**src/rtl/spi_cmd_sequencer_pkg.sv**
```systemverilog
// Shared definitions for the SPI command sequencer slice.
// Holds the command opcodes, the sequencer state encoding, default sizing
// values and a small opcode-classification helper used by the decoder.
package spi_cmd_sequencer_pkg;

  localparam int          DEF_NREG     = 8;
  localparam int          DEF_PIXBYTES = 6;
  localparam logic [7:0]  DEF_RDY_BYTE = 8'hFF;

  localparam logic [7:0]  OP_WR    = 8'h80;
  localparam logic [7:0]  OP_RD    = 8'h81;
  localparam logic [7:0]  OP_STRM  = 8'h55;
  localparam logic [7:0]  OP_SRST0 = 8'h40;
  localparam logic [7:0]  OP_SRST1 = 8'h41;

  typedef enum logic [2:0] {
    ST_CMD    = 3'd0,
    ST_RDA    = 3'd1,
    ST_ARG1   = 3'd2,
    ST_ARG2   = 3'd3,
    ST_STREAM = 3'd4
  } seq_state_e;

  // Opcodes that are followed by an address byte and an argument byte.
  function automatic logic is_arg_op(input logic [7:0] op);
    return (op == OP_WR) || (op == OP_STRM) || (op == OP_SRST0) || (op == OP_SRST1);
  endfunction

endpackage

```
**src/rtl/spi_pix_packer.sv**
```systemverilog
// Packs consecutive SPI bytes into one pixel word.
// Ports:
//   clk, rst_n   system clock, synchronous active-low reset
//   clr          frame abort: drops any partial word, cancels the strobe
//   shift_en     accept byte_dat this cycle
//   byte_dat     received byte
//   pix_vld      1-cycle strobe, pix_dat holds a freshly completed word
//   pix_dat      packed word, first byte of the group in the top byte
module spi_pix_packer #(
  parameter int PIXBYTES = 6
) (
  input  logic                  clk,
  input  logic                  rst_n,
  input  logic                  clr,
  input  logic                  shift_en,
  input  logic [7:0]            byte_dat,
  output logic                  pix_vld,
  output logic [8*PIXBYTES-1:0] pix_dat
);

  localparam int              CW       = (PIXBYTES > 1) ? $clog2(PIXBYTES) : 1;
  localparam logic [CW-1:0]   LAST_CNT = CW'(PIXBYTES - 1);
  localparam logic [CW-1:0]   CNT_ONE  = CW'(1);
  localparam logic [CW-1:0]   CNT_ZERO = CW'(0);

  logic [CW-1:0]           cnt_r;
  logic [8*PIXBYTES-1:0]   shift_r;
  logic [8*PIXBYTES-1:0]   pix_dat_r;
  logic                    pix_vld_r;

  // Byte counter, shift register and completed-word output register.
  always_ff @(posedge clk) begin
    if (!rst_n) begin
      cnt_r     <= CNT_ZERO;
      shift_r   <= {(8*PIXBYTES){1'b0}};
      pix_dat_r <= {(8*PIXBYTES){1'b0}};
      pix_vld_r <= 1'b0;
    end else if (clr) begin
      // The partial word is simply forgotten; pix_dat keeps the last full word.
      cnt_r     <= CNT_ZERO;
      pix_vld_r <= 1'b0;
    end else if (shift_en) begin
      shift_r <= {shift_r[8*PIXBYTES-9:0], byte_dat};
      if (cnt_r == LAST_CNT) begin
        cnt_r     <= CNT_ZERO;
        pix_dat_r <= {shift_r[8*PIXBYTES-9:0], byte_dat};
        pix_vld_r <= 1'b1;
      end else begin
        cnt_r     <= cnt_r + CNT_ONE;
        pix_vld_r <= 1'b0;
      end
    end else begin
      pix_vld_r <= 1'b0;
    end
  end

  assign pix_vld = pix_vld_r;
  assign pix_dat = pix_dat_r;

endmodule

```
**src/rtl/spi_cmd_sequencer.sv**
```systemverilog
// Byte-level command sequencer between the SPI slave and the SIFT datapath.
// Decodes command frames, owns the config register file, drives the
// screen-reset level and, in stream mode, packs bytes into pixel words while
// returning datapath result bytes on MISO.
// Ports:
//   clk, rst_n   system clock, synchronous active-low reset
//   css          frame select, low aborts the frame
//   byte_vld     1-cycle strobe for byte_dat
//   byte_dat     received SPI byte
//   ret_dat      datapath result byte returned while streaming
//   tx_dat       byte presented to the SPI slave for the next MISO shift
//   pix_vld      1-cycle strobe, pix_dat valid
//   pix_dat      packed pixel word
//   screen_rst   frame-reset level
//   stream_act   high while streaming
//   cfg_flat     config registers, reg i in [8*i +: 8]
module spi_cmd_sequencer
  import spi_cmd_sequencer_pkg::*;
#(
  parameter int         NREG     = DEF_NREG,
  parameter int         PIXBYTES = DEF_PIXBYTES,
  parameter logic [7:0] RDY_BYTE = DEF_RDY_BYTE
) (
  input  logic                  clk,
  input  logic                  rst_n,
  input  logic                  css,
  input  logic                  byte_vld,
  input  logic [7:0]            byte_dat,
  input  logic [7:0]            ret_dat,
  output logic [7:0]            tx_dat,
  output logic                  pix_vld,
  output logic [8*PIXBYTES-1:0] pix_dat,
  output logic                  screen_rst,
  output logic                  stream_act,
  output logic [8*NREG-1:0]     cfg_flat
);

  localparam int         AW     = (NREG > 1) ? $clog2(NREG) : 1;
  localparam logic [8:0] NREG_W = 9'(NREG);

  seq_state_e  state_r;
  seq_state_e  state_nxt_s;
  logic [7:0]  opcode_r;
  logic [7:0]  addr_r;
  logic [7:0]  regs_r [NREG];
  logic        screen_rst_r;
  logic [7:0]  tx_dat_r;
  logic [7:0]  rd_val_s;
  logic        wr_addr_ok_s;
  logic        byte_acc_s;
  logic        shift_en_s;

  // A byte only counts when the frame is still selected in the same cycle.
  assign byte_acc_s = css & byte_vld;
  assign shift_en_s = byte_acc_s & (state_r == ST_STREAM);

  // Register-file read port and write-address range check.
  always_comb begin
    rd_val_s     = 8'h00;
    wr_addr_ok_s = 1'b0;
    if ({1'b0, byte_dat} < NREG_W) begin
      rd_val_s = regs_r[byte_dat[AW-1:0]];
    end else begin
      rd_val_s = 8'h00;
    end
    if ({1'b0, addr_r} < NREG_W) begin
      wr_addr_ok_s = 1'b1;
    end else begin
      wr_addr_ok_s = 1'b0;
    end
  end

  // Next-state decode; a deselected frame always returns to CMD.
  always_comb begin
    state_nxt_s = state_r;
    if (!css) begin
      state_nxt_s = ST_CMD;
    end else if (byte_vld) begin
      case (state_r)
        ST_CMD: begin
          if (is_arg_op(byte_dat)) begin
            state_nxt_s = ST_ARG1;
          end else if (byte_dat == OP_RD) begin
            state_nxt_s = ST_RDA;
          end else begin
            state_nxt_s = ST_CMD;
          end
        end
        ST_RDA:    state_nxt_s = ST_CMD;
        ST_ARG1:   state_nxt_s = ST_ARG2;
        ST_ARG2: begin
          if (opcode_r == OP_STRM) begin
            state_nxt_s = ST_STREAM;
          end else begin
            state_nxt_s = ST_CMD;
          end
        end
        ST_STREAM: state_nxt_s = ST_STREAM;
        default:   state_nxt_s = ST_CMD;
      endcase
    end else begin
      state_nxt_s = state_r;
    end
  end

  // State register.
  always_ff @(posedge clk) begin
    if (!rst_n) begin
      state_r <= ST_CMD;
    end else begin
      state_r <= state_nxt_s;
    end
  end

  // Command operands, register file, screen-reset level and MISO byte.
  always_ff @(posedge clk) begin
    if (!rst_n) begin
      opcode_r     <= 8'h00;
      addr_r       <= 8'h00;
      screen_rst_r <= 1'b0;
      tx_dat_r     <= RDY_BYTE;
      for (int i = 0; i < NREG; i++) begin
        regs_r[i] <= 8'h00;
      end
    end else if (byte_acc_s) begin
      case (state_r)
        ST_CMD: begin
          if (is_arg_op(byte_dat)) begin
            opcode_r <= byte_dat;
          end
          tx_dat_r <= RDY_BYTE;
        end
        ST_RDA: begin
          tx_dat_r <= rd_val_s;
        end
        ST_ARG1: begin
          addr_r   <= byte_dat;
          tx_dat_r <= RDY_BYTE;
        end
        ST_ARG2: begin
          case (opcode_r)
            OP_WR: begin
              if (wr_addr_ok_s) begin
                regs_r[addr_r[AW-1:0]] <= byte_dat;
              end
            end
            OP_SRST0: screen_rst_r <= 1'b0;
            OP_SRST1: screen_rst_r <= 1'b1;
            default:  screen_rst_r <= screen_rst_r;
          endcase
          tx_dat_r <= RDY_BYTE;
        end
        ST_STREAM: begin
          tx_dat_r <= ret_dat;
        end
        default: begin
          tx_dat_r <= RDY_BYTE;
        end
      endcase
    end
  end

  spi_pix_packer #(
    .PIXBYTES (PIXBYTES)
  ) u_packer (
    .clk      (clk),
    .rst_n    (rst_n),
    .clr      (~css),
    .shift_en (shift_en_s),
    .byte_dat (byte_dat),
    .pix_vld  (pix_vld),
    .pix_dat  (pix_dat)
  );

  for (genvar g = 0; g < NREG; g++) begin : g_cfg
    assign cfg_flat[8*g +: 8] = regs_r[g];
  end

  assign tx_dat     = tx_dat_r;
  assign screen_rst = screen_rst_r;
  assign stream_act = (state_r == ST_STREAM);

endmodule

```
**config.mk**
```make
export PLATFORM = sky130hd
export DESIGN_NAME = spi_cmd_sequencer
export DESIGN_NICKNAME = d
export VERILOG_FILES = /design/src/rtl/spi_cmd_sequencer_pkg.sv /design/src/rtl/spi_pix_packer.sv /design/src/rtl/spi_cmd_sequencer.sv
export SDC_FILE = /design/constraint.sdc
export NUM_CORES = 1
export LEC_CHECK = 0
export CAP_MARGIN = 0
export CORE_MARGIN = 3
export CORE_UTILIZATION = 40
export DETAILED_ROUTE_END_ITERATION = 12
export DONT_BUFFER_PORTS = 1
export PLACE_DENSITY = 0.6
export SKIP_CTS_REPAIR_TIMING = 1
export SYNTH_ARGS = -nofsm -noshare
export SYNTH_HDL_FRONTEND = slang
export SYNTH_SLANG_ARGS = --single-unit
```
**constraint.sdc**
```tcl
create_clock -name clk -period 5 [get_ports clk]
set_input_delay 0.75 -clock clk [delete_from_list [all_inputs] [get_ports clk]]
set_output_delay 0.75 -clock clk [all_outputs]
set_load 0.02 [all_outputs]
```
== After elaboration in Yosys (flattened, before gate mapping) ==
Memories as Yosys holds them, arrays and structs flattened.
Index checks and enable logic that the tools add are counted.
Storage, ports and cells
  flip-flop bits (word level): 120
  memories: 1
  output and inout bits: 123
  logic and storage cells: 62
  RAM bits: 64
  input port bits: 20
Memories
  regs_r: words 8, bits a word 8, read ports 9, clocked after memory_dff 0, write ports 8, RTL line spi_cmd_sequencer.sv:45  | logic [7:0] regs_r [NREG];
Operators by class
  $lt $le $gt $ge: 2
  reduce and logical (&&, ||, !) cells: 13
  eq/ne operators: 14
  muxes and demuxes: 20
  bitwise operators: 2
  add/subtract/negate cells: 1
Operators by type and width (number)
  $eq 8x7->1 const B: 6
  $eq 8x8->1 const B: 3
  $lt 8x4->1 const B: 2
  $mux 8: 2
  $pmux 8 s2: 1
  $pmux 3 s4: 1
  $reduce_and 3->1: 4
  $mux 1: 11
  $mux 3: 3
  $reduce_or 8->1: 1
  $eq 3x2->1 const B: 2
  $eq 3x3->1 const B: 2
  $reduce_and 2->1: 3
  $add 3x1->3 const B: 1
  $eq 3x1->1 const B: 1
  $logic_not 3->1: 1
  $logic_or 1x1->1: 3
  $and 1x1->1: 2
  $mux 2: 1
  $pmux 1 s2: 1
  $reduce_bool 2->1: 1

== Logic depth before layout (Yosys ltp) ==
Gate-level depths: netlist of the first run.
  word-level depth: 10
  gate-level depth with buffers: 7
  gate-level depth less buffers: 4

== Hierarchy ==
A second synthesis of the first run with hierarchy kept.
Unflattened totals
  cells, all modules: 752
  area total of the unflattened synthesis: 8045.2 sq um
By module, submodules not included
  spi_cmd_sequencer: area each 4548.1 sq um, cells each 352, seq. area each 2482.4 sq um, times used 1
  spi_pix_packer: area each 3497.1 sq um, cells each 400, seq. area each 1841.8 sq um, times used 1

== Worst setup path after synthesis of the first run ==
Ideal clock, no wire load.
  path kind: in2reg
  start: input port byte_vld
  end: memory regs_r[0][0], enable pin
  cell stages on the path: 6
  data required time: 4.666 ns
  buffers on the path: 2
  setup time: 0.334 ns
  slack: 2.446 ns
  arrival time: 2.220 ns
  cell sequence: buf_4 > nand4bb_1 > or4_1 > buf_6 > nor4_4 > nand2b_1
RTL lines
  start: declaration: RTL line spi_cmd_sequencer.sv:27  | input logic byte_vld,
  end: declaration: RTL line spi_cmd_sequencer.sv:45

==> summary.txt, run 1 <==
Status
  – Status: completed

Final layout
  – Filler cells: 1809
  – Final nets: 751
  – Multi-input gate area: 0.003328 mm^2
  – Layout Cells excl Fill: 1004
  – Share of layout cells above drive strength 1: 9.005%
  – Diodes inserted: 0
  – Area Overhead vs Synth: 8.747%
  – Fin area: 0.008587 mm^2
  – Reg area: 0.004324 mm^2
  – Final core utilization: 45.15%

Yosys
  – Synth Area per Inst: 10.31 um^2
  – Mapped cell area: 0.007896 mm^2
  – Library cells used by synthesis: 48
  – Top cells by area, synth: dfxtp_1 (30%), edfxtp_1 (24%), nand2_1 (9.5%), a21boi_1 (9.1%), and2_1 (5.2%)
  – Cell with the most instances after synthesis: nand2_1
  – Synth Flop Type: dfxtp_1
  – Cell taking the most area after synthesis: dfxtp_1
  – Gate Count Post-Synth: 766
  – Commonest cells post-synth: nand2_1 (199), dfxtp_1 (120), a21boi_1 (96)
  – Async SR Flop Fraction: 0%
  – Synth top area share: 30.42%
  – FF+latch count, synth: 184
  – Number of enable flip-flop cells after synthesis: 64
  – Syn nets: 786
  – Sequential fraction of the synthesis area: 54.76%
  – Synth Warn #: 0

Detailed routing
  – Vias per cell: 5.407
  – WL per Instance: 20.08 um
  – Routed wl met2: 9.329 mm
  – Wirelength, routed: 20.16 mm
  – Top sig layer: met4
  – Initial DRC count: 333
  – WL met1: 8.884 mm
  – Via count: 5429
  – Residual DRC: 0
  – Drt first pass iters: 5
  – Post-DRT Antenna Nets: 0
  – Wire length on met3: 1.726 mm

Floorplan
  – Die width: 146.5 um
  – Core area: 0.01902 mm^2
  – Ports placed on the boundary: 143
  – Die Y: 146.5 um
  – Initial Utilization: 41.52%
  – # rows: 50
  – Die area: 0.02146 mm^2

STA
  – Worst Clk Skew: 11.80 ps
  – Min Hold Slack: 416.2 ps
  – Final setup viols: 0
  – Setup tns final: 0 ps
  – RSZ-0062 raised after global routing: no
  – Final slew viol count: 0
  – Fin crit share: 53.72%
  – Final worst slack: 2314 ps
  – Fin. Hold Viols: 0
  – Slew headroom: 38.44%
  – Fin crit period: 2686 ps
  – Upper clock frequency limit: 372.3 MHz
  – Least-Margin Pin Slew: 923.3 ps

Critical path
  – Arr. time, crit path: 2770 ps
  – Critical Path RT: 5090 ps
  – Flop-to-flop setup slack: 2310 ps
  – Worst-path maximum fanout: 9
  – Crit path launch type: register
  – CP endpoint kind: register
  – Crit path kind: reg2reg

Worst hold path
  – Hold crit path type: in2reg

Placement
  – Port Buffers: 0
  – Dpl cells: 972
  – Dpl hpwl: 13.57 mm
  – Pre-CTS setup slack: 2019 ps
  – Post-DP Area: 0.008008 mm^2
  – RePlAce Congestion: 0.8182

GRT
  – Largest net degree at the start of global routing: 123
  – Vias in the first global route: 5066
  – Gr ovfl total: 0
  – Tot GR Track Use: 18.60%
  – First-pass GRT wire length: 31.05 mm
  – Initial antenna violation count: 0

Power and ir drop
  – Total power: 3.004 mW
  – Peak VDD IR: 0.1987 mV
  – PD cells: 349.9 mW/mm^2
  – Pleak: 2.865 nW

CTS
  – Clock transition at path regs: 60 ps
  – Clock sink count: 184
  – CTS buffer count: 17
  – H-Tree Level Count: 4
  – CTS tree: done
  – Clock tree buffer depth: 2
  – Clk Latency, worst-skew pair: 430 ps
  – CTS root buf: clkbuf_16

Run
  – Max_cap viols: 0
==> final cells by class <==
cell class | count | area share, %
Sequential cell | 184 | 50.36
Multi-Input combinational cell | 523 | 38.76
Clock buffer | 20 | 5.566
Tap cell | 260 | 3.788
Clock inverter | 12 | 1.180
Timing Repair Buffer | 3 | 0.2623
Inverter | 2 | 0.08743
==> routing by layer <==
metal,up-vias,GRT usage [%]
met5,-,0
met4,0,5.315
met3,17,6.207
met2,179,28.13
met1,2684,25.60
li1,2549,-
==> flip-flops by register name, indices dropped and copies added, names as in the netlist <==
register,count
regs_r,64
u_packer.pix_dat,48
u_packer.shift_r,40
addr_r,8
opcode_r,8
tx_dat,8
state_r,3
u_packer.cnt_r,3
screen_rst,1
u_packer.pix_vld,1
==> worst max-delay path: stages (launching register included) <==
cell and delay, ps:
dfxtp_1 320, nand4bb_1 230, or4_1 840, nor4_4 560, nand2b_1 400
==> report_power, final <==
group,internal [mW],switching [mW],total (mW)
Combinational,0.0376,0.0317,0.0693
Clock,0.709,0.617,1.33
Sequential,1.56,0.0451,1.61
==> worst paths after layout <==
path                                startpoint                                 to  cells past startpoint
min reg2reg  u_packer.shift_r[37]$_SDFFE_PN0P_  u_packer.pix_dat[45]$_SDFFE_PN0P_                      2
max                   opcode_r[5]$_SDFFE_PN0P_         regs_r[1][6]$_SDFFCE_PN0P_                      4
min                                   byte_vld            state_r[0]$_SDFFE_PN0P_                      1
max reg2reg           opcode_r[5]$_SDFFE_PN0P_         regs_r[1][6]$_SDFFCE_PN0P_                      4
==> placed cells by master (no fill, tap or decap), drive strengths merged, types with 6 or more instances in the layout <==
master,synthesis,final
nand2b,11,11
nor4,12,12
and2,66,66
nor3b,10,10
a21boi,96,96
dfxtp,120,120
inv,2,10
o21ai,10,10
nor3,9,9
mux4,16,16
a2111oi,8,8
edfxtp,64,64
nor2b,14,14
clkbuf,40,20
mux2i,6,6
nor2,22,22
nand2,199,199
nand3,11,11
==> logic make-up after synthesis <==
group / share of synthesized area (%)
buf+inv: 3.106
xor+xnor: 0.3328
compound gates: 11.44
mux: 5.324
flops: 54.76
simple gates: 25.04
(Power assumes the default switching activity.)
==> run 2: changes to the inputs <==
Settings changed: PLACE_DENSITY 0.6 to 0.62.
Clock period 5 ns to 2.34 ns, I/O delays scaled along.
==> summary.txt, run 2 (synthesis results as in run 1) <==
GRT
  – Initial antenna violation count: 0 (unchanged)
  – Tot GR Track Use: 18.02% (-0.58 points)
  – Largest net degree at the start of global routing: 123 (unchanged)
  – First-pass GRT wire length: 30.64 mm (-1.3%)
  – Vias in the first global route: 5294 (+4.5%)
  – Gr ovfl total: 0 (unchanged)

Power and ir drop
  – NetSw: 1.449 mW (+110%)
  – Sequential power share: 54.0% (+0.4 points)
  – Clk pwr share: 43.6% (-0.5 points)
  – Pleak: 2.936 nW (+2.5%)
  – Sw Ratio: 22.78% (-0.29 points)
  – Comb pwr share: 2.4% (about the same)
  – Cell internal pwr: 4.909 mW (+110%)
  – Peak VDD IR: 0.4928 mV (+150%)
  – PD cells: 729.3 mW/mm^2 (+110%)
  – Total power: 6.358 mW (+110%)

Floorplan
  – Die width: 146.5 um (unchanged)
  – Initial Utilization: 41.52% (unchanged)
  – Die area: 0.02146 mm^2 (unchanged)
  – Die Y: 146.5 um (unchanged)
  – Ports placed on the boundary: 143 (unchanged)
  – # rows: 50 (unchanged)
  – Core area: 0.01902 mm^2 (unchanged)

STA
  – Fin. Hold Viols: 0 (unchanged)
  – Fin crit period: 2233 ps (-452.9 ps)
  – Upper clock frequency limit: 447.8 MHz (+20%)
  – Fin crit share: 95.42% (+42 points)
  – Final slew viol count: 0 (unchanged)
  – RSZ-0062 raised after global routing: no
  – Setup tns final: 0 ps (unchanged)
  – Final worst slack: 107.1 ps (-2207 ps)
  – Least-Margin Pin Slew: 496.8 ps (-426.6 ps)
  – Final setup viols: 0 (unchanged)
  – Slew headroom: 66.88% (+28 points)
  – Worst Clk Skew: 8.032 ps (-3.766 ps)

CTS
  – H-Tree Level Count: 4 (unchanged)
  – Clk Latency, worst-skew pair: 420 ps (about the same)
  – CTS root buf: clkbuf_16
  – Clock tree buffer depth: 2 (unchanged)
  – Clock transition at path regs: 70 ps (about the same)
  – CTS buffer count: 17 (unchanged)
  – CTS tree: done
  – Clock sink count: 184 (unchanged)

Final layout
  – Share of layout cells above drive strength 1: 11.59% (+2.6 points)
  – Final nets: 766 (+2.0%)
  – Area Overhead vs Synth: 10.41%
  – Diodes inserted: 0 (unchanged)
  – Commonest non-fill, non-tap cell in the layout: nand2_1
  – Filler cells: 1792 (-0.94%)
  – Most frequent cells in the layout: nand2_1 (199), dfxtp_1 (120), a21boi_1 (96)
  – Largest Register: regs_r
  – Multi-input gate area: 0.003344 mm^2 (+0.49%)
  – Reg area: 0.004324 mm^2 (unchanged)
  – Largest register FFs: 64 (unchanged)

Critical path
  – Reg2reg path depth: 5 (+1)
  – Flop-to-flop setup slack: 110 ps (-2210 ps)
  – Worst r2r dst: regs_r[3][7]$_SDFFCE_PN0P_
  – Crit path kind: reg2reg
  – R2R Path Start: opcode_r[4]$_SDFFE_PN0P_
  – Arr. time, crit path: 2310 ps (-460 ps)
  – CP endpoint kind: register
  – Critical Path RT: 2420 ps (-2670 ps)
  – Worst-path maximum fanout: 8 (-1)
  – Crit path launch type: register

Status
  – Status: completed

Detailed routing
  – Via count: 5472 (+0.79%)
  – Wirelength, routed: 19.46 mm (-3.4%)
  – Vias per cell: 5.370 (-0.69%)
  – Residual DRC: 0 (unchanged)
  – WL per Instance: 19.10 um (-4.9%)
  – Initial DRC count: 340 (+2.1%)
  – Drt first pass iters: 5 (unchanged)
  – Post-DRT Antenna Nets: 0 (unchanged)

Run
  – Max_cap viols: 0 (unchanged)

Worst hold path
  – Hold path endpoint: state_r[0]$_SDFFE_PN0P_
  – Hold crit path type: in2reg
  – WHS Path Cells: 1 (unchanged)
  – Hold Startpoint: byte_vld

Placement
  – Dpl hpwl: 13.44 mm (-0.97%)
  – Pre-CTS setup slack: 53.67 ps (-1965 ps)
  – Port Buffers: 0 (unchanged)
  – RePlAce Congestion: 0.8485 (+3.7%)
-- run 2: changes by cell type in the layout (fill, tap and decap cells not counted), moves of 2 or more --
cell        change
nand2b_1        -7
clkinvlp_4      +2
nand2b_2        +7
clkinv_4        -3
buf_4          +14
-- run 2: how the worst max path moves through the flow --
stage | from | endpoint | slack, ps | cells past startpoint
floorplan | byte_vld | regs_r[0][0]$_SDFFCE_PN0P_ | 180 | 6
global placement | opcode_r[5]$_SDFFE_PN0P_ | regs_r[4][6]$_SDFFCE_PN0P_ | 180 | 5
detailed placement | opcode_r[5]$_SDFFE_PN0P_ | regs_r[1][5]$_SDFFCE_PN0P_ | 50 | 5
CTS | opcode_r[4]$_SDFFE_PN0P_ | regs_r[1][5]$_SDFFCE_PN0P_ | 50 | 5
global route | opcode_r[4]$_SDFFE_PN0P_ | regs_r[3][5]$_SDFFCE_PN0P_ | 0.2 | 5
finish | opcode_r[4]$_SDFFE_PN0P_ | regs_r[3][7]$_SDFFCE_PN0P_ | 110 | 5
-- run 2: worst max-delay path: stages (launching register included) --
cell	delay [ps]
dfxtp_1	320
nand4bb_1	260
or4_1	460
buf_4	230
nor4_4	230
nand2b_1	390
-- run 2: cell type report --
class | count | share of cell area (%)
Clock buffer | 20 | 5.353
Clock inverter | 12 | 1.177
Inverter | 2 | 0.08611
Multi-Input combinational cell | 523 | 38.36
Sequential cell | 184 | 49.60
Tap cell | 260 | 3.731
Timing Repair Buffer | 18 | 1.693
-- run 2: layer usage --
metal | up-vias | GRT usage, % | wire [um]
met5 | - | 0 | 0
met4 | 0 | 4.610 | 220
met3 | 19 | 6.549 | 1710
met2 | 163 | 28.20 | 9093
met1 | 2712 | 23.85 | 8439
li1 | 2578 | - | -
-- run 2: power by group through the flow --
stage | Sequential (mW) | Combinational, mW | Clock [mW]
after global routing | 3.44 | 0.163 | 2.94
final | 3.43 | 0.153 | 2.77
after global placement | 3.51 | 0.148 | 0
after floorplan | 3.49 | 0.177 | 0
after detailed placement | 3.51 | 0.152 | 0
after CTS | 3.44 | 0.152 | 2.83
-- run 2: through the flow --
step / area [um^2] / cells / hold slack [ps] / utilization, %
2_1_floorplan: 7896 / 766 / 430.0 / -
3_3_place_gp: 8132 / 987 / 438.0 / 42.76
3_5_place_dp: 8132 / 987 / 448.8 / 42.76
4_1_cts: 8701 / 1019 / 16.45 / 45.75
5_1_grt: 8718 / 1019 / 9.457 / 45.84
6_report: 8718 / 1019 / 28.44 / 45.84
==> run 3: changes to the inputs <==
Settings changed: ABC_CLOCK_PERIOD_IN_PS set to 2340.
==> results of run 3 <==
Same layout as run 2: the final DEF is identical, and so are final timing and power.
